===== src/rtl/next_key.sv =====
// rtl/next_key.sv - one registered round of the 64-bit simplified-AES key schedule
module next_key #(
    parameter logic [3:0] RCON = 4'h1
) (
    input  logic        clk,
    input  logic        rst,
    input  logic        inValid,
    input  logic [63:0] currentKey,
    output logic [63:0] nextKey,
    output logic        outValid
);

    logic [63:0] next_key_q, next_key_d;
    logic        out_valid_q, out_valid_d;

    logic [15:0] w0, w1, w2, w3;
    logic [15:0] w4, w5, w6, w7;
    logic [15:0] rot_w3;
    logic [15:0] sub_w3;

    function automatic logic [3:0] sbox(input logic [3:0] n);
        logic [3:0] s;
        case (n)
            4'h0:    s = 4'h9;
            4'h1:    s = 4'h4;
            4'h2:    s = 4'hA;
            4'h3:    s = 4'hB;
            4'h4:    s = 4'hD;
            4'h5:    s = 4'h1;
            4'h6:    s = 4'h8;
            4'h7:    s = 4'h5;
            4'h8:    s = 4'h6;
            4'h9:    s = 4'h2;
            4'hA:    s = 4'h0;
            4'hB:    s = 4'h3;
            4'hC:    s = 4'hC;
            4'hD:    s = 4'hE;
            4'hE:    s = 4'hF;
            default: s = 4'h7;
        endcase
        return s;
    endfunction

    function automatic logic [15:0] sub_nib(input logic [15:0] w);
        return {sbox(w[15:12]), sbox(w[11:8]), sbox(w[7:4]), sbox(w[3:0])};
    endfunction

    always_comb begin
        w0     = currentKey[63:48];
        w1     = currentKey[47:32];
        w2     = currentKey[31:16];
        w3     = currentKey[15:0];
        rot_w3 = {w3[11:0], w3[15:12]};
        sub_w3 = sub_nib(rot_w3);
        w4     = w0 ^ sub_w3 ^ {RCON, 12'h000};
        w5     = w1 ^ w4;
        w6     = w2 ^ w5;
        w7     = w3 ^ w6;
    end

    // Result register only loads on a valid input; the flag tracks inValid each cycle.
    always_comb begin
        next_key_d  = next_key_q;
        out_valid_d = inValid;
        if (inValid) begin
            next_key_d = {w4, w5, w6, w7};
        end
    end

    always_ff @(posedge clk) begin
        if (rst) begin
            next_key_q  <= 64'h0;
            out_valid_q <= 1'b0;
        end else begin
            next_key_q  <= next_key_d;
            out_valid_q <= out_valid_d;
        end
    end

    assign nextKey  = next_key_q;
    assign outValid = out_valid_q;

endmodule


===== config.mk =====
export PLATFORM = sky130hd
export DESIGN_NAME = next_key
export DESIGN_NICKNAME = d
export VERILOG_FILES = /design/src/rtl/next_key.sv
export SDC_FILE = /design/constraint.sdc
export NUM_CORES = 1
export LEC_CHECK = 0
export BUFFER_PORTS_ARGS = -buffer_cell sky130_fd_sc_hd__buf_2
export CORE_MARGIN = 2
export CORE_UTILIZATION = 56
export CTS_CLUSTER_SIZE = 28
export DETAILED_ROUTE_END_ITERATION = 10
export GPL_TIMING_DRIVEN = 0
export PLACE_DENSITY_LB_ADDON = 0.3
export SLEW_MARGIN = 15
export SYNTH_ARGS = -nofsm -noshare
export SYNTH_HDL_FRONTEND = slang
export SYNTH_SLANG_ARGS = --single-unit

===== constraint.sdc =====
create_clock -name clk -period 2.56 [get_ports clk]
set_input_delay 0 -clock clk [delete_from_list [all_inputs] [get_ports clk]]
set_output_delay 0 -clock clk [all_outputs]
set_load 0.1 [all_outputs]

==> impl_metrics.ini, run 1 <==
[min_path]
min_path_type = primary input to register
min_from = currentKey[17]
whs_path_depth = 3
whs_endpoint = nextKey[17]

[logic_synthesis]
ys_top_cells_by_count = 93 x xnor2_1, 65 x dfxtp_1, 61 x nor2_1
yosysWarnings = 0
synth-async-reset-ratio = 0
syn_nets = 514
ys.flop_type = dfxtp_1
synth.area.top_cells = dfxtp_1 32%, xnor2_1 20%, ha_1 8.6%, mux2i_1 8.3%, a211oi_1 5.7%
synth_top_area_frac = 0.319
synth_edf_count = 0
yosys.area.top_type = dfxtp_1
synth_area_per_cell_um2 = 9.75
synth_cell_types = 29
synth_cells = 419
netlist_area_um2 = 4080
synth.most_common_cell = xnor2_1
synth.ff_latch_count = 65
yosysSeqAreaShare = 0.319

[detailed_routing]
vias = 3441
ant_nets = 0
first_iter_violations = 135
via_per_inst = 5.14
dr.pass1.iters = 4
wire_per_inst_um = 16.2
route.detailed.drc = 0
routed_wl_um = 10800

[cts]
root_buffer = clkbuf_8
cts_sinks = 65
clk_path_buf_depth = 2
cts_tree = yes
cts_buffers = 9
h-tree-depth = 3
clk_latency_ps = 350
path_clk_slew_ps = 80

[setup_path]
critPathSlowestCell = or3_1
rr_startpoint = nextKey[20]
crit_arrival_ps = 1790
crit_path_frequent_cell = xnor2_1
r2r_end = nextKey[20]
cp.required_ps = 2830
crit_chain = buf_2 > inv_1 > ha_1 > or3_1 > a31oi_2 > xnor2_1 > xnor2_1 > a211oi_1
cp_max_fo = 6
critPathKind = primary input to register
reg2reg_depth = 2
cpPeakStageDelay_ps = 370
startpoint_type = primary input
end_kind = register
reg2reg_slack_ps = 1820

[placement]
place_congestion = 0.876
place_hpwl_um = 7920
portBuffers = 122
dpl_worst_slack_ps = 676

[timing]
finalCritPeriodShare = 0.595
rsz0062_at_grt = false
hold_slack_ps = -0.230
finalSetupViolCount = 0
fin_ws_ps = 1040
finalSetupTns_ps = 0
maxSlewHeadroom = 0.390
worst_pin_slew_ps = 914
hold_viol = 1
fmax_ghz = 0.657
drv_slew = 0
clock_skew_ps = 0
period_needed_ps = 1520

[finish]
antenna_cells = 0
fin_util = 0.719
layout-drive-gt1-share = 0.286
syn2layout_area_growth_pct = 25.6
num-nets-final = 660

[global_route]
grt_pass1_wl_um = 16100
grt_max_degree = 13
grtUsageTotal = 0.274
antenna_found_initial = 0
grt-ovfl-total = 0
grt_pass1_vias = 3261

[status]
status = complete, but fails checks
violations = hold timing

[power_and_ir_drop]
leakagePower_nw = 2.35
peakVddDrop_uv = 421
p_per_area_nw_per_um2 = 731
power.total_mw = 3.75

[floorplan]
ioPinCount = 132
die_area_um2 = 7990
start_util = 0.572
coreArea_um2 = 7140
die_w_um = 89.4
rows = 31
fp.dieH_um = 89.4

[job]
maxCapViolations = 0
==> registers in the layout (all words and copies together) (netlist names) <==
register and count:
nextKey 64, outValid 1
==> where the power goes <==
| part | leakage (nW) | switching [mW] | internal [mW] |
|---|---|---|---|
| Clock | 0.0922 | 0.433 | 0.379 |
| Sequential | 0.539 | 0.0609 | 1.13 |
| Combinational | 1.72 | 1.27 | 0.476 |
==> what timing repair did <==
item	CTS	global route
gates resized for setup	0	0
hold endpoints to repair	13	0
hold buffers	13	0
buffers inserted	0	0
==> placed cells by master, fill, tap and decap left out, types with 2 or more instances in the layout <==
cell / Yosys / final
nor3_1: 3 / 3
a31oi_2: 3 / 3
inv_1: 15 / 15
nor3b_1: 3 / 3
o22ai_1: 6 / 6
nand2b_1: 9 / 9
clkbuf_8: 0 / 10
buf_6: 5 / 5
a211oi_1: 31 / 31
ha_1: 28 / 28
clkinv_2: 0 / 2
clkinv_4: 0 / 3
dfxtp_1: 65 / 65
mux2i_1: 34 / 34
nand2_1: 4 / 4
xnor2_1: 93 / 93
o31a_1: 2 / 2
nand3b_1: 3 / 3
mux4_2: 4 / 4
buf_2: 5 / 127
xor2_1: 7 / 7
or3_1: 3 / 3
xnor2_2: 6 / 6
nor2_1: 61 / 61
xnor3_1: 2 / 2
dlygate4sd3_1: 0 / 13
clkbuf_1: 16 / 16
nor2b_1: 4 / 4
and2_1: 3 / 3
==> logic make-up after synthesis <==
| group | share of synthesized area |
|---|---|
| fa+ha+maj | 0.0858 |
| mux | 0.105 |
| buf+inv | 0.0484 |
| flops | 0.319 |
| compound gates | 0.0889 |
| simple gates | 0.104 |
| xor+xnor | 0.249 |
==> metal layers <==
| layer | vias up | wire length [µm] | track usage |
|---|---|---|---|
| met5 | - | 0 | 0 |
| met4 | 0 | 217 | 0.113 |
| met3 | 18 | 801 | 0.0563 |
| met2 | 111 | 5410 | 0.483 |
| met1 | 1625 | 4410 | 0.324 |
| li1 | 1687 | - | - |
==> critical path, delay by kind of cell <==
family	cells	cell delay, ps
compound gates	2	580
simple gates	1	370
xor+xnor	2	320
buf+inv	2	280
fa+ha+maj	1	240
==> stage by stage <==
step,instances,cell area [µm²]
3_3_place_gp,640,4820
3_5_place_dp,640,4820
4_1_cts,669,5130
5_1_grt,669,5130
2_1_floorplan,419,4080
6_report,669,5130
==> worst max path at each step <==
| stage | startpoint | endpoint | slack, ps | cells past startpoint |
|---|---|---|---|---|
| finish | currentKey[4] | nextKey[11] | 1040 | 8 |
| global route | currentKey[1] | nextKey[20] | 930 | 8 |
| global placement | currentKey[5] | nextKey[11] | 770 | 8 |
| detailed placement | currentKey[5] | nextKey[11] | 680 | 8 |
| floorplan | currentKey[0] | nextKey[7] | 1090 | 7 |
| CTS | currentKey[5] | nextKey[11] | 1030 | 8 |
==> area by class of cell <==
class | count | area, µm²
flip-flops and latches | 65 | 1300
clock buffers | 10 | 138
clock inverters | 6 | 43.8
well taps | 99 | 124
plain buffers | 26 | 141
multi-input cells | 313 | 2580
repair buffers | 135 | 741
inverters | 15 | 56.3
fillers | 604 | 2010
Power figures use the tool's default switching activity.
==> run 2: changes to the inputs <==
--- a/config.mk
+++ b/config.mk
@@ -5,9 +5,10 @@
 export SDC_FILE = /design/constraint.sdc
 export NUM_CORES = 1
 export LEC_CHECK = 0
+export ABC_AREA = 1
 export BUFFER_PORTS_ARGS = -buffer_cell sky130_fd_sc_hd__buf_2
 export CORE_MARGIN = 2
-export CORE_UTILIZATION = 56
+export CORE_UTILIZATION = 52
 export CTS_CLUSTER_SIZE = 28
 export DETAILED_ROUTE_END_ITERATION = 10
 export GPL_TIMING_DRIVEN = 0
==> constraint.sdc (replaced) <==
create_clock -name clk -period 1.5 [get_ports clk]
set_input_delay 0 -clock clk [delete_from_list [all_inputs] [get_ports clk]]
set_output_delay 0 -clock clk [all_outputs]
set_load 0.1 [all_outputs]
==> run 2 against run 1 <==
The flow now finishes without violations; worst setup slack worse by 900 ps; synthesized cell count grew 70%; largest cell class unchanged; count of clock-buffer cells in the layout grew 3; flip-flop and latch count is the same; largest power group unchanged; global-route usage up 2.8 points; hold slack gained 5.7 ps; clock power up 100%.
==> impl_metrics.ini, run 2 <==
[detailed_routing]
route.detailed.drc = 0
routed_wl_um = 13600
ant_nets = 0
wire_per_inst_um = 14.1
via_per_inst = 5.35
vias = 5155
dr.pass1.iters = 6
first_iter_violations = 296

[logic_synthesis]
synth.ff_latch_count = 65
synth.area.top_cells = dfxtp_1 30%, nand3_1 15%, nand2_1 14%, inv_1 9.9%, nor2_1 8.5%
synth_top_area_frac = 0.298
synth.most_common_cell = nand2_1
netlist_area_um2 = 4360
yosys.area.top_type = dfxtp_1
ys.flop_type = dfxtp_1
synth_cells = 714
synth-async-reset-ratio = 0
ys_top_cells_by_count = 158 x nand2_1, 130 x nand3_1, 115 x inv_1
synth_cell_types = 20
synth_edf_count = 0
yosysWarnings = 0
synth_area_per_cell_um2 = 6.11
syn_nets = 809
yosysSeqAreaShare = 0.298

[placement]
place_congestion = 0.953
dpl_worst_slack_ps = -246
dpl_cell_area_um2 = 5120
place_hpwl_um = 10200
portBuffers = 125

[power_and_ir_drop]
peakVddDrop_uv = 605
switching_power_mw = 2.60
clockPowerShare = 0.282
power.share.sequential = 0.331
switching_share = 0.442
p_comb_frac = 0.386
leakagePower_nw = 3.27
p_per_area_nw_per_um2 = 1100
internal_power_mw = 3.29

[setup_path]
cp_max_fo = 6
crit_path_frequent_cell = nand2_1
r2r_end = nextKey[33]
reg2reg_slack_ps = 750
cpPeakStageDelay_ps = 320
startpoint_type = primary input
critPathKind = primary input to register
rr_startpoint = nextKey[33]
crit_chain = buf_2 > inv_2 > ha_1 > nand2_1 > o21ai_0 > nand2_1 > nand3b_1 > nand2_1 > nand2_1 > nand3_1 > nand2_1 > nand2_1 > nand3_1 > nand2_1 > inv_1
reg2reg_depth = 4
end_kind = register
crit_arrival_ps = 1620
cp.required_ps = 1760
critPathSlowestCell = ha_1

[finish]
postLayoutCellArea_um2 = 5360
final_common_cell = nand2_1
final_cell_mix = 158 x nand2_1, 130 x nand3_1, 126 x buf_2
largest_reg_flops = 64
antenna_cells = 0
num-nets-final = 948
syn2layout_area_growth_pct = 22.8
layout-drive-gt1-share = 0.188

[timing]
period_needed_ps = 1360
maxSlewHeadroom = 0.548
clock_skew_ps = 0
finalSetupTns_ps = 0
hold_slack_ps = 5.52
drv_slew = 0
worst_pin_slew_ps = 678
rsz0062_at_grt = false
hold_viol = 0
finalSetupViolCount = 0
fin_ws_ps = 140
fmax_ghz = 0.735
finalCritPeriodShare = 0.907

[global_route]
antenna_found_initial = 0
grtUsageTotal = 0.302
grt_max_degree = 11
grt_pass1_vias = 4538
grt-ovfl-total = 0
grt_pass1_wl_um = 21100

[cts]
clk_latency_ps = 360
root_buffer = clkbuf_8
path_clk_slew_ps = 70
clk_path_buf_depth = 2
h-tree-depth = 3
cts_sinks = 65
post_cts_buffers = 0
cts_buffers = 9
cts_tree = yes

[job]
maxCapViolations = 0

[floorplan]
coreArea_um2 = 8180
start_util = 0.534
die_area_um2 = 9140
fp.dieH_um = 95.6
rows = 33
ioPinCount = 132
die_w_um = 95.6

[status]
status = finished clean

[min_path]
min_path_type = primary input to register
whs_endpoint = nextKey[36]
whs_path_depth = 4
min_from = currentKey[36]
run 2: cell count changes after synthesis, moves of 9 or more:
cell and delta:
a211oi_1 -31, nor2_1 +38, mux2i_1 -34, nand3_1 +130, o21ai_0 +38, xnor2_1 -93
nand3b_1 +10, o211ai_1 +14, inv_1 +100, nand2_1 +154, nand2b_1 -9
run 2: final cells by class:
class | count | area (µm²)
clock buffer | 13 | 139
clock inverter | 3 | 65.1
multi-input combinational | 503 | 2500
fill | 791 | 2820
inverter | 121 | 454
timing repair buffer | 128 | 661
sequential | 65 | 1300
buffer | 25 | 113
tap | 105 | 131
run 2: what timing repair did:
action / in CTS / in global routing
hold endpoints to repair: 3 / 0
hold buffers: 3 / 0
setup endpoints to repair: 0 / 9
resized for setup: 0 / 7
run 2: power by group through the flow:
| stage | logic (mW) | registers, mW | clock network [mW] |
|---|---|---|---|
| floorplan | 0.743 | 3.00 | 0 |
| global placement | 2.19 | 1.98 | 0 |
| detailed placement | 2.24 | 1.98 | 0 |
| CTS | 2.25 | 1.95 | 1.66 |
| global route | 2.44 | 1.96 | 1.74 |
| finish | 2.27 | 1.95 | 1.66 |
run 2: routing by layer:
layer  share of wire  track usage  vias up
met3            0.10       0.0553       42
li1                -            -     2537
met1            0.41        0.380     2295
met5               0            0        -
met4           0.034        0.145        0
met2            0.46        0.496      281
run 2: kinds of logic after synthesis:
group / share of synthesized area
flops: 0.298
fa+ha+maj: 0.0803
compound gates: 0.0826
simple gates: 0.409
buf+inv: 0.130
run 2: how the worst max path moves through the flow:
stage | start | end | slack (ps) | depth (start not counted)
finish | currentKey[12] | nextKey[2] | 140 | 15
global route | currentKey[8] | nextKey[15] | 3 | 15
CTS | currentKey[12] | nextKey[2] | 120 | 15
detailed placement | currentKey[12] | nextKey[2] | -250 | 15
global placement | currentKey[12] | nextKey[2] | -180 | 15
floorplan | currentKey[9] | nextKey[14] | 190 | 13
run 2: critical path, delay by kind of cell:
family	cells	cell delay, ps
AOI/OAI and AO/OA	1	80
adders and majority gates	1	320
buffers and inverters	3	300
and+or+nand+nor	10	920
run 2: per-stage QoR:
step | std cells | power [mW] | utilization
6_report | 963 | 5.89 | 0.656
5_1_grt | 963 | 6.14 | 0.656
4_1_cts | 963 | 5.86 | 0.655
3_5_place_dp | 944 | 4.22 | 0.626
3_3_place_gp | 944 | 4.17 | 0.626
2_1_floorplan | 714 | 3.74 | -
==> run 3: changes to the inputs <==
--- a/config.mk
+++ b/config.mk
@@ -5,13 +5,12 @@
 export SDC_FILE = /design/constraint.sdc
 export NUM_CORES = 1
 export LEC_CHECK = 0
-export ABC_AREA = 1
 export BUFFER_PORTS_ARGS = -buffer_cell sky130_fd_sc_hd__buf_2
 export CORE_MARGIN = 2
 export CORE_UTILIZATION = 52
 export CTS_CLUSTER_SIZE = 28
 export DETAILED_ROUTE_END_ITERATION = 10
-export GPL_TIMING_DRIVEN = 0
+export GPL_TIMING_DRIVEN = 1
 export PLACE_DENSITY_LB_ADDON = 0.3
 export SLEW_MARGIN = 15
 export SYNTH_ARGS = -nofsm -noshare
==> run 3 against run 2 <==
Hold slack improved by 6.4 ps; maximum frequency rose by 1.9%; sequential power rose by 4%; cell area rose by 0.42%; highest routed layer unchanged.
==> impl_metrics.ini, run 3 (synthesis results as in run 1) <==
[status]
status = finished clean

[global_route]
top_usage_layer = met2
grtUsageTotal = 0.229
antenna_found_initial = 0
grt_pass1_vias = 3332
grt_use_met1 = 0.290
grt-ovfl-total = 0
grt.met2_usage = 0.386
grt_max_degree = 38
grt_pass1_wl_um = 15600
grt_util_met3 = 0.0391

[finish]
final_cell_mix = 130 x buf_2, 93 x xnor2_1, 65 x dfxtp_1
fin_util = 0.700
largest_reg_flops = 64
nFillCells = 627
antenna_cells = 0
final_common_cell = buf_2
layout-drive-gt1-share = 0.341
syn2layout_area_growth_pct = 31.8
num-nets-final = 685

[timing]
finalSetupViolCount = 0
maxSlewHeadroom = 0.664
clock_skew_ps = 0
hold_viol = 0
fmax_ghz = 0.749
rsz0062_at_grt = false
drv_slew = 0
worst_pin_slew_ps = 507
period_needed_ps = 1340
finalCritPeriodShare = 0.890

[setup_path]
crit_chain = buf_2 > inv_1 > ha_1 > mux4_2 > xnor2_2 > xnor2_1 > a211oi_1
cpPeakStageDelay_ps = 530
startpoint_type = primary input
reg2reg_slack_ps = 780
cp_max_fo = 3
critPathSlowestCell = mux4_2
critPathKind = primary input to register
rr_startpoint = nextKey[45]
cp.required_ps = 1760
end_kind = register
r2r_end = nextKey[45]
crit_arrival_ps = 1590
critical-path-top-delay-family = multiplexers
path_buf_inv = 2
reg2reg_depth = 2

[min_path]
whs_endpoint = nextKey[58]
whs_path_depth = 3
min_path_type = primary input to register
min_from = currentKey[58]

[placement]
place_congestion = 0.854
portBuffers = 131
place_hpwl_um = 7300

[detailed_routing]
vias = 3373
route.detailed.drc = 0
ant_nets = 0
first_iter_violations = 80
routed_wl_um = 9270
dr.pass1.iters = 4
via_per_inst = 4.84
wire_per_inst_um = 13.3

[floorplan]
die_area_um2 = 8580
ioPinCount = 132
fp.dieH_um = 92.6
coreArea_um2 = 7690
start_util = 0.531
rows = 32
die_w_um = 92.6

[power_and_ir_drop]
leakagePower_nw = 2.53
power.total_mw = 6.54
peakVddDrop_uv = 592
p_per_area_nw_per_um2 = 1210

[cts]
hold_buffers = 11
h-tree-depth = 3
cts_buffers = 9
root_buffer = clkbuf_8
clk_path_buf_depth = 2
cts_resized = 0
post_cts_buffers = 0
cts_tree = yes
cts_sinks = 65
path_clk_slew_ps = 80
clk_latency_ps = 330

[job]
maxCapViolations = 0
run 3: changes by cell type in the layout (fill, tap and decap cells not counted), moves of 36 or more:
cell and delta:
nand3_1 -130, inv_1 -97, buf_4 +39, nor2_1 -38
nand2_1 -154, xnor2_1 +93, o21ai_0 -36
run 3: power by group:
group	internal, mW	switching (mW)	total [mW]
logic	0.902	2.15	3.05
registers	1.92	0.0976	2.02
clock network	0.811	0.659	1.47
run 3: worst max path at each step:
stage	startpoint	to	slack (ps)	cells past startpoint
after floorplan	currentKey[0]	nextKey[7]	30	7
after global placement	currentKey[5]	nextKey[8]	-140	7
after detailed placement	currentKey[5]	nextKey[8]	-190	7
after CTS	currentKey[37]	nextKey[5]	150	7
after global routing	currentKey[37]	nextKey[5]	60	7
final	currentKey[4]	nextKey[8]	160	7
run 3: final cells by class:
cell class / count / area [µm²] / area share
inverters: 15 / 56.3 / 0.0105
flip-flops and latches: 65 / 1300 / 0.242
multi-input cells: 313 / 2580 / 0.480
repair buffers: 186 / 1120 / 0.209
well taps: 102 / 128 / 0.0237
clock buffers: 13 / 149 / 0.0277
clock inverters: 3 / 40.0 / 0.00744
run 3: routing by layer:
metal  share of wire  up-vias  wire [µm]
met5               0        -          0
met4           0.020        0        190
met3           0.051       18        477
met2            0.46       96       4300
met1            0.46     1520       4300
li1                -     1739          -
run 3: stage by stage:
step | hold slack (ps) | area [µm²] | worst slack, ps | setup TNS (ps) | std cells
after floorplan | 192 | 4080 | 33.3 | 0 | 419
after global placement | 328 | 5080 | -142 | -1040 | 670
after detailed placement | 335 | 5080 | -187 | -2210 | 670
after CTS | 5.90 | 5380 | 155 | 0 | 697
after global routing | 13.1 | 5380 | 57.5 | 0 | 697
final | 11.9 | 5380 | 165 | 0 | 697
run 3: worst register-to-register path, stage by stage (launching register included):
cell and delay [ps]:
dfxtp_1 350, nor2_1 50, a211oi_1 230
